[src/rtl/iterative_divider_pkg.sv]
// Shared types and constants for the iterative divider.
// State encoding, default width and counter sizing.
package iterative_divider_pkg;

  localparam int DIV_N = 4;

  typedef enum logic [1:0] {
    IDLE = 2'b00,
    RUN  = 2'b01,
    DONE = 2'b10
  } state_t;

  function automatic int cnt_w(input int n);
    return (n > 2) ? $clog2(n) : 1;
  endfunction

endpackage

[src/rtl/div_addsub.sv]
// Ripple add/subtract stage: {cout, sum} = a + b + cin.
// Subtraction is done by the caller passing ~b and cin=1.
module div_addsub #(
  parameter int W = 5
) (
  input  logic [W-1:0] a,
  input  logic [W-1:0] b,
  input  logic         cin,
  output logic [W-1:0] sum,
  output logic         cout
);

  // full-width add with carry-out as the top bit
  always_comb begin
    {cout, sum} = {1'b0, a} + {1'b0, b} + {{W{1'b0}}, cin};
  end

endmodule

[src/rtl/iterative_divider.sv]
// Restoring divider: one quotient bit per clock.
// Trial subtraction through div_addsub; carry-out means no borrow.
module iterative_divider
  import iterative_divider_pkg::*;
#(
  parameter int N = DIV_N
) (
  input  logic         clk,
  input  logic         reset_n,
  input  logic         start,
  input  logic [N-1:0] dividend,
  input  logic [N-1:0] divisor,
  output logic [N-1:0] quotient,
  output logic [N-1:0] remainder,
  output logic         busy,
  output logic         done,
  output logic         div_by_zero
);

  localparam int CW = cnt_w(N);
  localparam logic [CW-1:0] LAST = CW'(N - 1);

  state_t        state;
  logic [N:0]    r;
  logic [N-1:0]  q;
  logic [N-1:0]  d;
  logic [CW-1:0] cnt;

  logic [N:0]    shifted;
  logic [N:0]    add_b;
  logic [N:0]    sum;
  logic          cout;
  logic [N:0]    r_nx;
  logic [N-1:0]  q_nx;

  // shift in next dividend bit and form trial subtraction operands
  always_comb begin
    shifted = (r << 1) | {{N{1'b0}}, q[N-1]};
    add_b   = ~{1'b0, d};
  end

  div_addsub #(
    .W (N + 1)
  ) u_addsub (
    .a    (shifted),
    .b    (add_b),
    .cin  (1'b1),
    .sum  (sum),
    .cout (cout)
  );

  // restore on borrow, keep difference otherwise
  always_comb begin
    r_nx = cout ? sum : shifted;
    q_nx = {q[N-2:0], cout};
  end

  // control FSM, working registers and registered results
  always_ff @(posedge clk or negedge reset_n) begin
    if (!reset_n) begin
      state       <= IDLE;
      r           <= '0;
      q           <= '0;
      d           <= '0;
      cnt         <= '0;
      quotient    <= '0;
      remainder   <= '0;
      busy        <= 1'b0;
      done        <= 1'b0;
      div_by_zero <= 1'b0;
    end else begin
      done <= 1'b0;
      unique case (state)
        IDLE, DONE: begin
          state <= IDLE;
          busy  <= 1'b0;
          if (start) begin
            d           <= divisor;
            q           <= dividend;
            r           <= '0;
            cnt         <= '0;
            div_by_zero <= 1'b0;
            if (divisor == '0) begin
              state       <= DONE;
              done        <= 1'b1;
              quotient    <= '1;
              remainder   <= dividend;
              div_by_zero <= 1'b1;
            end else begin
              state <= RUN;
              busy  <= 1'b1;
            end
          end
        end
        RUN: begin
          r   <= r_nx;
          q   <= q_nx;
          cnt <= cnt + CW'(1);
          if (cnt == LAST) begin
            state     <= DONE;
            busy      <= 1'b0;
            done      <= 1'b1;
            quotient  <= q_nx;
            remainder <= r_nx[N-1:0];
          end
        end
        default: begin
          state <= IDLE;
          busy  <= 1'b0;
        end
      endcase
    end
  end

endmodule

[config.mk]
export PLATFORM = sky130hd
export DESIGN_NAME = iterative_divider
export DESIGN_NICKNAME = d
export VERILOG_FILES = /design/src/rtl/iterative_divider_pkg.sv /design/src/rtl/div_addsub.sv /design/src/rtl/iterative_divider.sv
export SDC_FILE = /design/constraint.sdc
export NUM_CORES = 1
export LEC_CHECK = 0
export ABC_AREA = 1
export ABC_CLOCK_PERIOD_IN_PS = 1770
export BUFFER_PORTS_ARGS = -buffer_cell sky130_fd_sc_hd__buf_4
export CAP_MARGIN = 40
export CORE_UTILIZATION = 55
export DETAILED_ROUTE_END_ITERATION = 6
export PLACE_DENSITY = 0.8
export SETUP_SLACK_MARGIN = 0.5
export SYNTH_ARGS = -nofsm -noshare
export SYNTH_HDL_FRONTEND = slang
export SYNTH_SLANG_ARGS = --single-unit
export TNS_END_PERCENT = 50
[constraint.sdc]
create_clock -name clk -period 1.77 [get_ports clk]
set_input_delay 0.531 -clock clk [delete_from_list [all_inputs] [get_ports clk]]
set_output_delay 0.531 -clock clk [all_outputs]
set_load 0.02 [all_outputs]
==> impl_metrics.csv, run 1 <==
group,metric,value,unit
status,status,"complete, no violations",
place,port_buffers,21,
logic_synthesis,syn-cell-area,0.00143,mm^2
clock_network,clock_latency,0.34,ns
routing,drt_iter0_drc,75,
grt,grt_pass1_wl,5330,um
logic_synthesis,yosysSeqAreaShare,47.1,%
critical_path,start_kind,"flop",
clock_network,clockBufferDepth,2,
critical_path,worstPathRequired,2.02,ns
floorplan,die_y,53.1,um
critical_path,crit_top_cell,"nand2_1",
logic_synthesis,yosysTopAreaCell,"dfrtp_1",
floorplan,core_area,0.00248,mm^2
worst_hold_path,hp-class,"in -> async",
critical_path,end_kind,"flop",
critical_path,max_stage_delay,0.45,ns
floorplan,dieArea,0.00282,mm^2
routing,vias_per_cell,5.87,
finish,final_nets,227,
critical_path,crit_start,"r[1]",
sta,slew_viol_final,0,
grt,track_usage,26.4,%
power_and_ir_drop,powerDensity,2170,mW/mm^2
clock_network,clk_pin_slew,0.15,ns
finish,syn_to_final_growth,37.3,%
clock_network,hold_buffers,0,
place,placed_area,0.00164,mm^2
finish,drive_gt1_share,40.7,%
place,dp_hpwl,2190,um
flow_run,maxCapViolations,0,
logic_synthesis,synth.distinct_cells,26,
floorplan,die_w,53.1,um
floorplan,design.portCount,22,
place,dp.cells,214,
logic_synthesis,syn_inst,165,
logic_synthesis,netlist.area_leader.share,47.1,%
critical_path,worstSetupPathType,"reg -> reg",
sta,worst_pin_slew,0.359,ns
routing,dr.pass1.iters,4,
sta,skew,0.00236,ns
clock_network,cts-root-buf,"clkbuf_4",
grt,antenna_found_initial,0,
critical_path,cpLargestDelayFamily,"simple AND/OR/NAND/NOR gates",
power_and_ir_drop,ir_drop,1.48,mV
grt,grt_max_degree,28,
routing,vias,1403,
logic_synthesis,ys_seq_elements,27,
logic_synthesis,syn_nets,182,
power_and_ir_drop,leakagePower,0.00100,uW
sta,whs,0.0741,ns
critical_path,crit_chain,"ha_4 > nand2_1 > nand2_2 > nand2_1 > nand3_4 > buf_4 > o21ai_2 > nand2_1",
sta,timing.final.crit_period,1.60,ns
clock_network,h-tree-depth,1,
sta,timing.fmax,0.626,GHz
sta,period_share,90.3,%
finish,post-route-util,79.5,%
sta,hold_violations,0,
finish,diodes,0,
critical_path,cp_slowest_cell,"dfrtp_1",
finish,instances_no_fill,239,
critical_path,critPathBufInv,1,
sta,tns,0,ns
routing,wirelength,4200,um
floorplan,row_count,18,
critical_path,arrival,1.85,ns
clock_network,cts_tree,"yes",
clock_network,cts_sinks,27,
critical_path,cp_max_fo,5,
sta,rsz0062_at_grt,"yes",
sta,max_slew_margin,76.1,%
sta,setup_viol_count_final,0,
routing,post-route-drc-count,0,
routing,wire_per_inst,17.6,um
logic_synthesis,synth.avg_cell_area,8.69,um^2
logic_synthesis,yosysWarningCount,0,
floorplan,start_util,57.9,%
grt,grt_pass1_vias,1230,
finish,final_cell_area,0.00197,mm^2
grt,gr-total-overflow,0,
place,gp_congestion,0.771,
logic_synthesis,synthTopCellsByArea,"dfrtp_1 47%, nand2_1 9.7%, inv_1 6.3%",
routing,ant_nets,0,
critical_path,timing.rr.start,"r[1]",
critical_path,r2r_setup_slack,0.17,ns
clock_network,cts_buffers,3,
==> registers in the layout, indices dropped and copies added (netlist names) <==
| name | cells |
|---|---|
| busy | 1 |
| done | 1 |
| r | 4 |
| quotient | 4 |
| div_by_zero | 1 |
| q | 4 |
| cnt | 2 |
| state | 2 |
| remainder | 4 |
| d | 4 |
==> path summary, 6_finish.rpt <==
path,cells after the start,to
setup reg to reg,8,quotient[0]
hold reg to reg,1,cnt[0]
max in group asynchronous,1,q[0]
hold / removal,1,div_by_zero
setup / recovery,8,quotient[0]
min in group clk,3,d[1]
==> final cells by class <==
| class | count | area, um^2 |
|---|---|---|
| fill | 160 | 508 |
| clock buffer | 4 | 26.3 |
| timing repair inverter | 1 | 6.26 |
| tap | 30 | 37.5 |
| timing repair buffer | 40 | 335 |
| multi-input combinational | 109 | 773 |
| sequential | 27 | 676 |
| inverter | 28 | 115 |
==> logic make-up (layout without fill, tap and decap cells) <==
family                   after synthesis  count (layout)  share of synthesized area, %
AND/OR/NAND/NOR                       76              77                          27.8
adder cells (fa/ha/maj)                6               6                          5.76
buffers and inverters                 30              73                          9.16
XOR/XNOR                               1               1                         0.611
AO/OA/AOI/OAI                         25              25                          9.51
flip-flops                            27              27                          47.1
==> metal layers <==
layer | track usage, % | routed length, um
met1 | 33.8 | 1640
met2 | 44.9 | 2140
met3 | 3.16 | 290
met4 | 10.5 | 133
met5 | 0 | 0
==> stage by stage <==
| stage | total power, uW | setup WS (ns) |
|---|---|---|
| floorplan | 2580 | 0.342 |
| global placement | 2950 | 0.215 |
| detailed placement | 3050 | 0.172 |
| CTS | 3580 | 0.280 |
| global route | 4530 | 0.105 |
| finish | 4280 | 0.172 |
==> Yosys cell counts <==
cell	instances
dfrtp_1	27
buf_6	1
nand3_2	2
o21ai_1	2
nor2_8	1
nand4_4	1
inv_1	24
fa_1	1
nand4_1	5
nor2_4	1
o21ai_2	1
a21oi_2	1
or2_1	2
nor2_2	1
nand2_1	37
a22o_1	1
xor2_1	1
ha_1	5
nand3_1	14
inv_2	4
nor2_1	7
o21ai_0	14
or2_2	3
buf_8	1
a21oi_1	6
nand2_4	2
==> placed cells by master (no fill, tap or decap), types with 2 or more instances in the layout <==
cell type and n:
buf_4 33, nand2_1 35, dfrtp_1 27, or2_1 2
nand3_4 2, nor2_4 3, o21ai_0 11, inv_4 3
nor2_1 6, buf_6 6, o21ai_1 3, nand3_1 7
a21oi_1 6, inv_2 7, ha_4 4, nand2_4 3
nand3_2 7, or2_2 3, nand4_1 5, inv_1 18
clkbuf_4 3, o21ai_2 3
==> power breakdown <==
part / internal (uW) / switching, uW / total [uW] / leakage, uW
registers: 911 / 242 / 1150 / 0.000328
logic: 1220 / 1620 / 2840 / 0.000658
clock network: 88.9 / 199 / 288 / 0.0000150
==> timing repair <==
action | in CTS | in global routing
setup buffers | 7 | 12
gates resized for setup | 17 | 17
setup endpoints to repair | 29 | 31
hold endpoints to repair | 0 | 0
gates cloned | 0 | 2
pin swaps | 13 | 11
Note: power is estimated with default switching activity, not from simulation.
==> inputs of run 2 (changes only) <==
--- a/config.mk
+++ b/config.mk
@@ -12,6 +12,7 @@
 export CORE_UTILIZATION = 55
 export DETAILED_ROUTE_END_ITERATION = 6
 export PLACE_DENSITY = 0.8
+export RECOVER_POWER = 50
 export SETUP_SLACK_MARGIN = 0.5
 export SYNTH_ARGS = -nofsm -noshare
 export SYNTH_HDL_FRONTEND = slang
==> run 2 against run 1 <==
Non-clock buffer count unchanged. Total power down 0.40%. Critical endpoint unchanged. Largest power group unchanged. Critical path depth unchanged.
==> impl_metrics.csv, run 2 (synthesized netlist as in run 1, its figures left out) <==
group,metric,value,unit
status,status,"complete, no violations",
routing,vias_per_cell,5.83,
floorplan,core_area,0.00248,mm^2
sta,timing.final.crit_period,1.60,ns
routing,wirelength,4200,um
grt,gr-total-overflow,0,
sta,timing.fmax,0.624,GHz
floorplan,start_util,57.9,%
critical_path,start_kind,"flop",
worst_hold_path,hp-class,"in -> reg",
power_and_ir_drop,total_power,4260,uW
routing,drt_iter0_drc,80,
floorplan,die_w,53.1,um
power_and_ir_drop,powerDensity,2190,mW/mm^2
sta,slew_viol_final,0,
clock_network,clock_latency,0.34,ns
clock_network,clockBufferDepth,2,
finish,multi_input_comb_area,758,um^2
clock_network,cts_tree,"yes",
critical_path,worstSetupPathType,"reg -> reg",
floorplan,dieArea,0.00282,mm^2
critical_path,cp_max_fo,5,
sta,rsz0062_at_grt,"yes",
grt,grt_max_degree,28,
clock_network,clk_pin_slew,0.15,ns
grt,antenna_found_initial,0,
finish,syn_to_final_growth,35.8,%
routing,vias,1393,
power_and_ir_drop,p_int,2210,uW
power_and_ir_drop,power_switching,2050,uW
sta,period_share,90.5,%
sta,whs,0.399,ns
clock_network,h-tree-depth,1,
power_and_ir_drop,comb_power_share,66.3,%
power_and_ir_drop,swShare,48.2,%
finish,post-route-util,78.6,%
clock_network,cts-root-buf,"clkbuf_4",
finish,diodes,0,
sta,max_slew_margin,2.09,%
grt,track_usage,26.4,%
power_and_ir_drop,leakagePower,0.000988,uW
routing,post-route-drc-count,0,
routing,wire_per_inst,17.6,um
finish,final_common_cell,"nand2_1",
clock_network,cts_buffers,3,
clock_network,hold_buffers,0,
sta,skew,0.00141,ns
power_and_ir_drop,ir_drop,1.47,mV
place,port_buffers,21,
power_and_ir_drop,power_frac_clock,6.7,%
floorplan,row_count,18,
sta,worst_pin_slew,1.47,ns
finish,n_fill_cell,162,
critical_path,end_kind,"flop",
finish,register_area,676,um^2
place,dp_hpwl,2190,um
finish,final_cell_area,0.00195,mm^2
flow_run,maxCapViolations,0,
finish,final_nets,227,
routing,dr.pass1.iters,4,
finish,drive_gt1_share,39.2,%
finish,final_cell_mix,"35 x nand2_1, 31 x buf_4, 27 x dfrtp_1, 18 x inv_1, 11 x o21ai_0",
sta,hold_violations,0,
grt,grt_pass1_vias,1230,
floorplan,die_y,53.1,um
floorplan,design.portCount,22,
sta,setup_viol_count_final,0,
sta,tns,0,ns
grt,grt_pass1_wl,5330,um
routing,ant_nets,0,
power_and_ir_drop,p_seq_share,27.0,%
critical_path,arrival,1.85,ns
critical_path,worstPathRequired,2.02,ns
place,placed_area,0.00164,mm^2
place,gp_congestion,0.771,
clock_network,cts_sinks,27,
## run 2: cell count changes in the layout (fill, tap and decap cells not counted)
| cell | change |
|---|---|
| buf_4 | -2 |
| clkbuf_1 | +2 |
| nand4_1 | +1 |
| nand4_4 | -1 |
## run 2: final timing paths
kind | start | to | slack, ns | depth (start not counted)
worst max-delay path | r[1] | quotient[0] | 0.17 | 8
worst min-delay path | divisor[1] | d[1] | 0.40 | 3
worst max register to register | r[1] | quotient[0] | 0.17 | 8
worst min register to register | cnt[0] | cnt[0] | 0.50 | 1
max in group asynchronous | reset_n | r[1] | 0.42 | 1
min in group asynchronous | reset_n | d[2] | 0.50 | 1
## run 2: metrics by stage
step	instances	setup slack [ns]
4_1_cts	225	0.280
5_1_grt	239	0.105
2_1_floorplan	165	0.342
3_5_place_dp	214	0.172
3_3_place_gp	214	0.215
6_report	239	0.168
## run 2: cell type report
| type | instances | area share [%] |
|---|---|---|
| repair inverters | 1 | 0.321 |
| repair buffers | 40 | 16.8 |
| well taps | 30 | 1.93 |
| inverters | 28 | 5.91 |
| clock buffers | 4 | 1.35 |
| multi-input cells | 109 | 38.9 |
| flip-flops and latches | 27 | 34.7 |
## run 2: layer usage
| layer | track usage, % | wire length (um) | vias to the layer above |
|---|---|---|---|
| li1 | - | - | 621 |
| met1 | 33.8 | 1590 | 675 |
| met2 | 44.9 | 2160 | 82 |
| met3 | 3.16 | 313 | 15 |
| met4 | 10.5 | 125 | 0 |
| met5 | 0 | 0 | - |
## run 2: worst max-delay path: stages, from the launching register on
cell	delay [ns]
dfrtp_1	0.44
ha_4	0.27
nand2_1	0.09
nand2_2	0.10
nand2_1	0.13
nand3_4	0.13
buf_4	0.16
o21ai_2	0.11
nand2_1	0.07
## run 2: power groups by stage
| stage | clock network (uW) | registers [uW] | logic [uW] |
|---|---|---|---|
| 5_1_grt | 305 | 1170 | 3040 |
| 2_1_floorplan | 0 | 1220 | 1350 |
| 6_report | 287 | 1150 | 2820 |
| 3_3_place_gp | 0 | 1110 | 1840 |
| 3_5_place_dp | 0 | 1120 | 1920 |
| 4_1_cts | 281 | 1110 | 2190 |
## run 2: repair_timing
action / 4_1_cts / 5_1_grt
pin swaps: 13 / 11
endpoints found under the setup margin: 29 / 31
buffers inserted: 7 / 12
endpoints found under the hold margin: 0 / 0
cloned: 0 / 2
gates resized for setup: 17 / 17
==> inputs of run 3 (changes only) <==
--- a/config.mk
+++ b/config.mk
@@ -7,11 +7,11 @@
 export LEC_CHECK = 0
 export ABC_AREA = 1
 export ABC_CLOCK_PERIOD_IN_PS = 1770
-export BUFFER_PORTS_ARGS = -buffer_cell sky130_fd_sc_hd__buf_4
 export CAP_MARGIN = 40
-export CORE_UTILIZATION = 55
+export CORE_UTILIZATION = 61
 export DETAILED_ROUTE_END_ITERATION = 6
-export PLACE_DENSITY = 0.8
+export DONT_BUFFER_PORTS = 1
+export PLACE_DENSITY = 0.79
 export RECOVER_POWER = 50
 export SETUP_SLACK_MARGIN = 0.5
 export SYNTH_ARGS = -nofsm -noshare
==> run 3 against run 2 <==
Setup slack improved by 0.033 ns. Via count fell by 11%. Sequential share of layout area rose by 4.6 points. Critical path depth rose by 1. Critical path type unchanged. Die area fell by 9.5%. Flip-flop and latch count did not move. Clock power fell by 6%. Sequential power rose by 9.6%. Largest cell class unchanged.
==> impl_metrics.csv, run 3 (synthesized netlist as in run 1, its figures left out) <==
group,metric,value,unit
status,status,"complete, no violations",
power_and_ir_drop,swShare,48.5,%
sta,setup_viol_count_final,0,
finish,final_common_cell,"nand2_1",
power_and_ir_drop,power_switching,1840,uW
grt,grt_pass1_vias,1192,
routing,wire_per_inst,15.7,um
routing,vias_per_cell,5.80,
critical_path,timing.rr.start,"r[2]",
finish,syn_to_final_growth,19.9,%
finish,n_fill_cell,139,
clock_network,h-tree-depth,1,
routing,drt_iter0_drc,43,
grt,antenna_found_initial,0,
sta,max_slew_margin,55.8,%
power_and_ir_drop,total_power,3790,uW
finish,multi_input_comb_area,728,um^2
finish,final_cell_mix,"35 x nand2_1, 27 x dfrtp_1, 19 x inv_1, 15 x buf_4, 13 x o21ai_0",
floorplan,design.portCount,22,
routing,post-route-drc-count,0,
critical_path,end_kind,"flop",
routing,dr.pass1.iters,4,
critical_path,crit_chain,"ha_4 > inv_4 > nor2_4 > nand3_4 > nand3_4 > nand3_1 > nand3_1 > nand2_1 > inv_1",
flow_run,maxCapViolations,0,
critical_path,critPathBufInv,2,
critical_path,r2r_setup_slack,0.20,ns
routing,ant_nets,0,
critical_path,max_stage_delay,0.44,ns
sta,tns,0,ns
sta,timing.fmax,0.637,GHz
power_and_ir_drop,leakagePower,0.000875,uW
grt,track_usage,28.9,%
worst_hold_path,holdCritStartpoint,"divisor[3]",
finish,diodes,0,
clock_network,cts-root-buf,"clkbuf_4",
floorplan,die_w,50.5,um
grt,gr-total-overflow,0,
critical_path,worstSetupPathType,"reg -> reg",
power_and_ir_drop,ir_drop,1.52,mV
critical_path,arrival,1.86,ns
floorplan,core_area,0.00221,mm^2
critical_path,cp_slowest_cell,"dfrtp_1",
floorplan,start_util,64.8,%
power_and_ir_drop,power_frac_clock,7.1,%
power_and_ir_drop,p_int,1950,uW
routing,wirelength,3350,um
routing,vias,1241,
critical_path,worstPathRequired,2.06,ns
power_and_ir_drop,powerDensity,2200,mW/mm^2
sta,rsz0062_at_grt,"yes",
floorplan,dieArea,0.00255,mm^2
clock_network,clock_latency,0.33,ns
clock_network,cts_buffers,3,
sta,skew,0.00592,ns
worst_hold_path,hp-class,"in -> reg",
place,gp_congestion,0.864,
sta,slew_viol_final,0,
critical_path,cp_max_fo,5,
grt,grt_max_degree,28,
critical_path,start_kind,"flop",
finish,final_nets,204,
place,dp_hpwl,2130,um
finish,register_area,676,um^2
critical_path,crit_start,"r[2]",
clock_network,cts_sinks,27,
sta,timing.final.crit_period,1.57,ns
place,port_buffers,0,
sta,hold_violations,0,
grt,grt_pass1_wl,5250,um
critical_path,cpLargestDelayFamily,"simple AND/OR/NAND/NOR gates",
power_and_ir_drop,p_seq_share,33.3,%
sta,worst_pin_slew,0.663,ns
floorplan,die_y,50.5,um
clock_network,clockBufferDepth,2,
sta,period_share,88.7,%
clock_network,clk_pin_slew,0.15,ns
clock_network,cts_tree,"yes",
floorplan,row_count,17,
power_and_ir_drop,comb_power_share,59.6,%
finish,drive_gt1_share,30.6,%
==> run 3: cell count changes in the layout (fill, tap and decap cells not counted), sizes merged <==
cell,before,now
buf,38,16
clkbuf,6,5
clkinv,0,1
dlygate4sd3,0,1
inv,29,28
nor2,11,10
==> run 3: power by group through the flow <==
stage | sequential (uW) | clock, uW | combinational (uW)
after global routing | 1290 | 296 | 2490
after global placement | 1260 | 0 | 1480
after detailed placement | 1270 | 0 | 1590
final | 1260 | 270 | 2260
after floorplan | 1220 | 0 | 1350
after CTS | 1260 | 279 | 2030
==> run 3: path summary, 6_finish.rpt <==
check	end	depth (start not counted)
worst max-delay path	remainder[2]	9
worst min-delay path	d[3]	2
worst max register to register	remainder[2]	9
worst min register to register	cnt[0]	1
max in group asynchronous	q[3]	2
min in group asynchronous	r[2]	2
==> run 3: per-stage QoR <==
stage	instances	area (um^2)	worst slack [ns]	hold slack, ns	utilization [%]
finish	214	1720	0.201	0.317	77.7
global route	214	1720	0.104	0.320	77.7
CTS	209	1690	0.282	0.312	76.6
detailed placement	191	1480	0.216	0.236	66.9
global placement	191	1480	0.262	0.236	66.9
floorplan	165	1470	0.342	0.235	-
==> run 3: area by class of cell <==
type,instances,share of cell area [%]
sequential,27,39.3
timing repair buffer,19,8.30
inverter,28,6.40
multi-input combinational,108,42.4
clock buffer,3,1.31
clock inverter,1,0.291
tap,28,2.04
==> run 3: what timing repair did <==
action                                 4_1_cts  5_1_grt
cloned                                       0        0
buffers inserted                            12        5
resized for setup                           16        5
setup endpoints to repair                   28       27
endpoints found under the hold margin       27        0
hold buffers                                 2        0
pin swaps                                   12       12
==> run 3: routing by layer <==
metal	global-route usage (%)	routed length [um]	share of wire (%)	up-vias
met1	34.5	1290	38	611
li1	-	-	-	572
met2	49.3	1770	53	45
met4	16.7	119	3.6	0
met3	4.24	170	5.1	13
met5	0	0	0	-
